## src/rtl/ysyx_23060236_clint_mh.sv

```systemverilog
// Multi-hart CLINT: prescaled mtime, per-hart mtimecmp/mtip and msip, AXI4-Lite-style MMIO port.
// Define YSYX_CLINT_MTIME_WR_EN to make mtime writable; otherwise mtime is read-only.
module ysyx_23060236_clint_mh #(
    parameter int unsigned NHART    = 1,
    parameter int unsigned MTIME_W  = 64,
    parameter int unsigned PRESCALE = 1
) (
    input  logic             clock,
    input  logic             reset,
    input  logic [31:0]      araddr,
    input  logic             arvalid,
    output logic             arready,
    output logic [31:0]      rdata,
    output logic [1:0]       rresp,
    output logic             rvalid,
    input  logic             rready,
    input  logic [31:0]      awaddr,
    input  logic             awvalid,
    output logic             awready,
    input  logic [31:0]      wdata,
    input  logic [3:0]       wstrb,
    input  logic             wvalid,
    output logic             wready,
    output logic [1:0]       bresp,
    output logic             bvalid,
    input  logic             bready,
    output logic [NHART-1:0] msip,
    output logic [NHART-1:0] mtip
);

    localparam int unsigned PW = (PRESCALE > 1) ? $clog2(PRESCALE) : 1;
    localparam logic [PW-1:0] PS_LAST = PW'(PRESCALE - 1);

    typedef enum logic { R_IDLE, R_RESP } rstate_t;
    typedef enum logic { W_IDLE, W_RESP } wstate_t;
    typedef enum logic [1:0] { A_NONE, A_MSIP, A_CMP, A_MTIME } akind_t;
    typedef struct packed {
        akind_t      kind;
        logic [11:0] idx;
        logic        hi;
    } adec_t;

    // a is byte address bits [15:2]
    function automatic adec_t decode(input logic [13:0] a);
        adec_t d;
        d.kind = A_NONE;
        d.idx  = '0;
        d.hi   = 1'b0;
        if (a[13:12] == 2'b00 && {20'b0, a[11:0]} < NHART) begin
            d.kind = A_MSIP;
            d.idx  = a[11:0];
        end else if (a[13:12] == 2'b01 && {21'b0, a[11:1]} < NHART) begin
            d.kind = A_CMP;
            d.idx  = {1'b0, a[11:1]};
            d.hi   = a[0];
        end else if (a[13:1] == 13'h17FF) begin
            d.kind = A_MTIME;
            d.hi   = a[0];
        end
        return d;
    endfunction

    function automatic logic [31:0] merge(input logic [31:0] old, input logic [31:0] nw,
                                          input logic [3:0] strb);
        logic [31:0] r;
        r = old;
        for (int unsigned b = 0; b < 4; b++)
            if (strb[b]) r[8*b +: 8] = nw[8*b +: 8];
        return r;
    endfunction

    rstate_t            r_state, r_next;
    wstate_t            w_state, w_next;
    logic [MTIME_W-1:0] mtime_q;
    logic [MTIME_W-1:0] cmp_q [NHART];
    logic [NHART-1:0]   msip_q, mtip_q;
    logic [PW-1:0]      ps_cnt;
    logic               tick, rd_fire, wr_fire, wr_ok, rd_err;
    adec_t              rd_dec, wr_dec;
    logic [63:0]        rd_wide, wr_old, wr_merged;
    logic [31:0]        rd_word, rdata_q;
    logic [1:0]         rresp_q, bresp_q;
    logic [MTIME_W-1:0] wr_val;
    logic               unused_addr_bits;

    assign unused_addr_bits = ^{araddr[31:16], araddr[1:0], awaddr[31:16], awaddr[1:0]};

    assign tick    = (ps_cnt == PS_LAST);
    assign rd_fire = (r_state == R_IDLE) && arvalid;
    assign wr_fire = (w_state == W_IDLE) && awvalid && wvalid;
    assign arready = (r_state == R_IDLE);
    assign rvalid  = (r_state == R_RESP);
    assign awready = wr_fire;
    assign wready  = wr_fire;
    assign bvalid  = (w_state == W_RESP);
    assign rdata   = rdata_q;
    assign rresp   = rresp_q;
    assign bresp   = bresp_q;
    assign msip    = msip_q;
    assign mtip    = mtip_q;

    always_comb begin
        r_next = r_state;
        case (r_state)
            R_IDLE: if (arvalid) r_next = R_RESP;
            R_RESP: if (rready)  r_next = R_IDLE;
        endcase
        w_next = w_state;
        case (w_state)
            W_IDLE: if (awvalid && wvalid) w_next = W_RESP;
            W_RESP: if (bready)            w_next = W_IDLE;
        endcase
    end

    // Every register is viewed as a zero-extended 64-bit pair of words so hi reads of narrow mtime give 0.
    always_comb begin
        rd_dec  = decode(araddr[15:2]);
        rd_wide = '0;
        rd_err  = 1'b0;
        case (rd_dec.kind)
            A_MSIP: begin
                for (int unsigned h = 0; h < NHART; h++)
                    if (32'(rd_dec.idx) == h) rd_wide = {63'b0, msip_q[h]};
            end
            A_CMP: begin
                for (int unsigned h = 0; h < NHART; h++)
                    if (32'(rd_dec.idx) == h) rd_wide = 64'(cmp_q[h]);
            end
            A_MTIME: rd_wide = 64'(mtime_q);
            default: rd_err = 1'b1;
        endcase
        rd_word = rd_dec.hi ? rd_wide[63:32] : rd_wide[31:0];
    end

    always_comb begin
        wr_dec = decode(awaddr[15:2]);
        wr_old = '0;
        if (wr_dec.kind == A_CMP) begin
            for (int unsigned h = 0; h < NHART; h++)
                if (32'(wr_dec.idx) == h) wr_old = 64'(cmp_q[h]);
        end else if (wr_dec.kind == A_MTIME) begin
            wr_old = 64'(mtime_q);
        end
        wr_merged = wr_old;
        if (wr_dec.hi) wr_merged[63:32] = merge(wr_old[63:32], wdata, wstrb);
        else           wr_merged[31:0]  = merge(wr_old[31:0], wdata, wstrb);
        wr_val = wr_merged[MTIME_W-1:0];
`ifdef YSYX_CLINT_MTIME_WR_EN
        wr_ok = (wr_dec.kind != A_NONE);
`else
        wr_ok = (wr_dec.kind == A_MSIP) || (wr_dec.kind == A_CMP);
`endif
    end

    always_ff @(posedge clock or negedge reset) begin
        if (!reset) begin
            r_state <= R_IDLE;
            w_state <= W_IDLE;
            rdata_q <= '0;
            rresp_q <= '0;
            bresp_q <= '0;
        end else begin
            r_state <= r_next;
            w_state <= w_next;
            if (rd_fire) begin
                rdata_q <= rd_word;
                rresp_q <= rd_err ? 2'b10 : 2'b00;
            end
            if (wr_fire) bresp_q <= wr_ok ? 2'b00 : 2'b10;
        end
    end

    always_ff @(posedge clock or negedge reset) begin
        if (!reset) begin
            ps_cnt  <= '0;
            mtime_q <= '0;
            msip_q  <= '0;
            mtip_q  <= '0;
            for (int unsigned h = 0; h < NHART; h++) cmp_q[h] <= '1;
        end else begin
            ps_cnt <= tick ? '0 : ps_cnt + PW'(1);
`ifdef YSYX_CLINT_MTIME_WR_EN
            if (wr_fire && wr_dec.kind == A_MTIME) mtime_q <= wr_val;
            else
`endif
            if (tick) mtime_q <= mtime_q + MTIME_W'(1);
            for (int unsigned h = 0; h < NHART; h++) begin
                if (wr_fire && wr_dec.kind == A_MSIP && 32'(wr_dec.idx) == h && wstrb[0])
                    msip_q[h] <= wdata[0];
                if (wr_fire && wr_dec.kind == A_CMP && 32'(wr_dec.idx) == h)
                    cmp_q[h] <= wr_val;
                mtip_q[h] <= (mtime_q >= cmp_q[h]);
            end
        end
    end

endmodule

```

## config.mk

```make
export PLATFORM = sky130hd
export DESIGN_NAME = ysyx_23060236_clint_mh
export DESIGN_NICKNAME = d
export VERILOG_FILES = /design/src/rtl/ysyx_23060236_clint_mh.sv
export SDC_FILE = /design/constraint.sdc
export NUM_CORES = 1
export LEC_CHECK = 0
export CAP_MARGIN = 0
export CORE_UTILIZATION = 45
export CTS_CLUSTER_SIZE = 12
export DETAILED_ROUTE_END_ITERATION = 16
export GPL_TIMING_DRIVEN = 1
export MAX_ROUTING_LAYER = met4
export PLACE_DENSITY = 0.68
export SYNTH_ARGS = -nofsm -noshare
export SYNTH_HDL_FRONTEND = slang
export SYNTH_SLANG_ARGS = --single-unit
```

## constraint.sdc

```tcl
create_clock -name clock -period 2.6 [get_ports clock]
set_input_delay 0.52 -clock clock [delete_from_list [all_inputs] [get_ports clock]]
set_output_delay 0.52 -clock clock [all_outputs]
set_load 0.05 [all_outputs]
```

* Word level (Yosys, flattened, before mapping)
Index checks and enable logic that the tools add are counted.
Cells by class: reduce and logical (&&, ||, !) cells 19, equality and inequality tests 10, muxes and demuxes 40, bitwise gates (word level) 2, $lt $le $gt $ge 5, $add $sub $neg 2
Operator list (number):
- $mux W64 | 4
- $pmux W64 S3 | 1
- $mux W32 | 3
- $add A64 B1 Y64 const B | 1
- $ge A64 B64 Y1 | 1
- $mux W8 | 8
- $mux W14 | 2
- $eq A13 B13 Y1 const B | 2
- $logic_not A12 Y1 | 2
- $lt A12 B1 Y1 const B | 2
- $lt A11 B1 Y1 const B | 2
- $mux W11 | 2
- $logic_and A1 B1 Y1 | 13
- $mux W1 | 12
- $mux W2 | 6
- $eq A2 B1 Y1 const B | 4
- $eq A2 B2 Y1 const B | 4
- $logic_not A2 Y1 | 2
- $pmux W1 S2 | 2
- $reduce_or A3 Y1 | 1
- $not A1 Y1 | 2
- $add A1 B1 Y1 const B | 1
- $logic_or A1 B1 Y1 | 1
Storage, ports and cells: input port bits 107, output and inout bits 43, register bits 169

* Logic depth before layout (Yosys ltp)
word-level depth 9, mapped depth 8

* Worst setup path before layout
OpenSTA, ideal clock, no wires.
kind register -> output, start register w_state, in the netlist bvalid, end output port wready, stages on the path, launching flop included 5, path buffers 1, data arrival time 1.493 ns, setup slack 0.587 ns, path through dfrtp_1 inv_1 nand3_1 inv_1 buf_4
On the way: cells in the longest elaborated chain, start to end 3
Ends and longest elaborated chain:
- start: declaration | RTL line 73 | wstate_t w_state, w_next;
- start signal: assignment | RTL line 164 | w_state <= w_next;
- $not A1 Y1
- $logic_and A1 B1 Y1 (2 in series) | RTL line 90 | assign wr_fire = (w_state == W_IDLE) && awvalid && wvalid;
- end: declaration | RTL line 23 | output logic wready,
Every way passes these cells.

* Final worst setup path
start register cmp_q[63] (netlist bit), end register mtip_q, in the netlist mtip
On the way: cells in the longest elaborated chain, start to end 1
Ends and longest elaborated chain:
- start: declaration | RTL line 75 | logic [MTIME_W-1:0] cmp_q [NHART];
- start signal: indexed assignment | RTL line 191 | cmp_q[h] <= wr_val;
- $ge A64 B64 Y1 | RTL line 192 | mtip_q[h] <= (mtime_q >= cmp_q[h]);
- end signal: indexed assignment | RTL line 192
- end: declaration | RTL line 76 | logic [NHART-1:0] msip_q, mtip_q;
Every way passes these cells. A chain may end at the register's enable or synchronous reset.

==> out/metrics.csv <==
metric,value,unit
outcome,completed,
Least-Margin Pin Slew,0.5188,ns
initial antenna violation count,1,
"Seq/Total Area, Yosys",0.4610,
count of state elements after synthesis,166,
ANT nets after route,0,
Total GRT Usage,0.2494,
crit path max fanout,2,
DR DRC count,0,
"Avg Cell Area, Syn",10.15,µm²
crit end category,flip-flop,
Post-synth EDFFs,0,
CP arrival,2.82,ns
Mapped Cells,905,
Synth Flop Type,dfrtp_1,
Flop pwr share,0.453,
Ports,150,
asr flop ratio synth,1.000,
Starting Density,0.4658,
library cells used by synthesis,53,
Crit Path Class,reg -> reg,
Leak,4.959,nW
Placed Instances,1284,
Worst Setup SP,cmp_q[63],
Slew headroom,0.6541,
combinational fraction of design power,0.085,
DP HPWL,17490,µm
xor/xnor share of the synthesized area,0.05913,
placer congestion estimate,0.8937,
Worst R2R End,mtip,
met1 WL,10920,µm
combinational family with the most area after synthesis,simple AND/OR/NAND/NOR gates,
first-pass GRT wire length,38400,µm
Initial DRC Count,553,
Post-Syn Area,0.009184,mm²
Worst R2R Path Depth,10,
Chip Width,144.9,µm
Max Clock Freq,406.7,MHz
reg-to-reg startpoint,cmp_q[63],
number of gates resized after CTS,0,
port bufs,111,
Vias/cell,5.579,
Max-Cap Viols,0,
Non-Filler Instances,1316,
TritonCTS clock tree,built,
Min-Delay Path Class,in -> async,
CTS Buf Count,17,
final hold violation count,0,
fillers,1712,
Post-CTS Hold Fix Bufs,0,
clock network power share,0.462,
Via Count,7342,
routed wl met2,10990,µm
diode count,0,
Adder-Cell Fraction of Synth Area,0.08856,
Core ar.,0.01972,mm²
switch share,0.2459,
Setup Buffers After CTS,0,
Max clock buf depth,2,
overall routed net length,23620,µm
grt ovf,0,
required time of the critical path,2.96,ns
clk root buf,clkbuf_16,
Cell Pwr Density,509.5,mW/mm²
1st-pass router iterations,9,
met3 WL post-DR,1160,µm
Max Slew Vio Count,0,
RSZ-0062 raised after global routing,false,
Pint,4.393,mW
post-route cell area,0.01143,mm²
Period minus WS final,2.459,ns
Critical Path End,mtip,
site row count,51,
H-tree depth,4,
Peak VDD IR,0.4559,mV
Yosys warnings,0,
worst skew pair latency,0.44,ns
largest net degree at the start of global routing,50,
"Area growth, synth to finish",24.51,%
clk slew on worst S/H paths,0.07,ns
Die ar.,0.02098,mm²
WL/cell,17.95,µm
final period utilization,0.9458,
clk sinks,166,
clock skew,0.01266,ns
Compound-Gate Fraction of Synth Area,0.1078,
Post-Synth Simple-Gate Area,0.1572,
placed cell areas,0.01081,mm²
nets@finish,1210,
startpoint types,flip-flop,
Final Setup Violations,0,
uppermost layer routed,met4,
flop2flop setup slack,0.14,ns
share of layout cells above drive strength 1,0.1951,
vias in the first global route,7253,
P_sw,1.432,mW
post-synthesis mux area share,0.07970,
Die Span Y,144.9,µm
## cell usage after synthesis, types with 17 or more instances
cell type,instances,area [µm²]
mux2_2,63,709.4
a221oi_1,17,148.9
nand3_1,49,245.2
ha_1,65,813.3
xnor2_1,41,359.1
nor2_1,27,101.4
a21oi_1,33,165.2
inv_1,76,285.3
dfrtp_1,102,2552
dfstp_2,64,1682
o21ai_0,44,220.2
xor2_1,21,183.9
nand4_1,27,168.9
clkbuf_1,19,71.32
nand2_1,124,465.5
## layout make-up
cell class	count	area [µm²]	share of cell area
Clock buffer	19	452.9	0.03961
Clock inverter	13	167.7	0.01466
Inverter	76	285.3	0.02495
Multi-Input combinational cell	634	4533	0.3964
Sequential cell	166	4234	0.3703
Tap cell	265	331.6	0.02900
Timing Repair Buffer	143	1430	0.1251
## placed cells by master (no fill, tap or decap), types with 7 or more instances in the layout
master	count
and4_1	8
dfstp_2	64
nand4_1	27
a21o_1	7
o21ai_0	44
and3_1	13
a21oi_1	33
o31ai_1	10
nor4_1	12
nand2_1	124
nor2_1	27
o21ai_1	7
nor3_1	9
a222oi_1	16
a221oi_1	17
ha_1	65
nand3_1	49
clkbuf_16	17
inv_1	76
xor2_1	21
buf_12	7
buf_4	27
xnor2_1	41
dfrtp_1	102
clkdlybuf4s50_1	107
mux2_2	63
## per-stage QoR
stage	worst slack (ns)	total power, mW	util	hold slack (ns)	TNS [ns]
after global routing	0.0008129	6.005	0.5799	0.04751	0
after detailed placement	-0.04104	3.188	0.5484	0.4495	-0.2615
final	0.1410	5.826	0.5799	0.01678	0
after CTS	0.1513	5.877	0.5799	0.02342	0
after global placement	0.007851	3.186	0.5484	0.4220	0
after floorplan	0.5867	2.898	-	0.2244	0
## kinds of logic after synthesis
kind of cell / Yosys count
AOI/OAI and AO/OA: 151
and+or+nand+nor: 289
xor gates and xnor gates: 62
DFF: 166
buffers and inverters: 106
other: 1
muxes: 65
adders and majority gates: 65
## worst max-delay path, stage by stage, from the launching register on
cell     delay, ns
dfstp_2       0.53
inv_1         0.05
ha_1          0.29
nand4_1       0.15
nor3_1        0.25
buf_4         0.16
nand2_1       0.11
nor4_1        0.42
buf_4         0.19
a31oi_1       0.08
nand4_1       0.15
## sequential cells by signal, indices dropped and copies added (netlist names)
signal	cells
cmp_q	64
bvalid	1
rdata	32
msip	1
mtime_q	64
bresp	1
mtip	1
rresp	1
rvalid	1
## how the worst min path moves through the flow
stage | startpoint | endpoint | cells after the start
after global routing | reset | rvalid | 1
final | reset | rvalid | 1
after global placement | mtime_q[0] | mtime_q[0] | 1
after floorplan | reset | bresp[1] | 0
after CTS | reset | rdata[15] | 1
after detailed placement | mtime_q[0] | mtime_q[0] | 1
## per-layer routing
metal	up-vias	global-route usage
li1	3493	-
met3	31	0.04014
met1	3627	0.3334
met4	0	0.08144
met2	191	0.3866
met5	-	-
## power by group through the flow
stage          Clock (mW)  Combinational (mW)  Sequential [mW]
2_1_floorplan           0               0.103             2.79
3_3_place_gp            0               0.502             2.68
3_5_place_dp            0               0.504             2.68
4_1_cts              2.73               0.505             2.64
5_1_grt              2.83               0.538             2.64
6_report             2.69               0.498             2.64
Note: power is estimated with default switching activity, not from simulation.
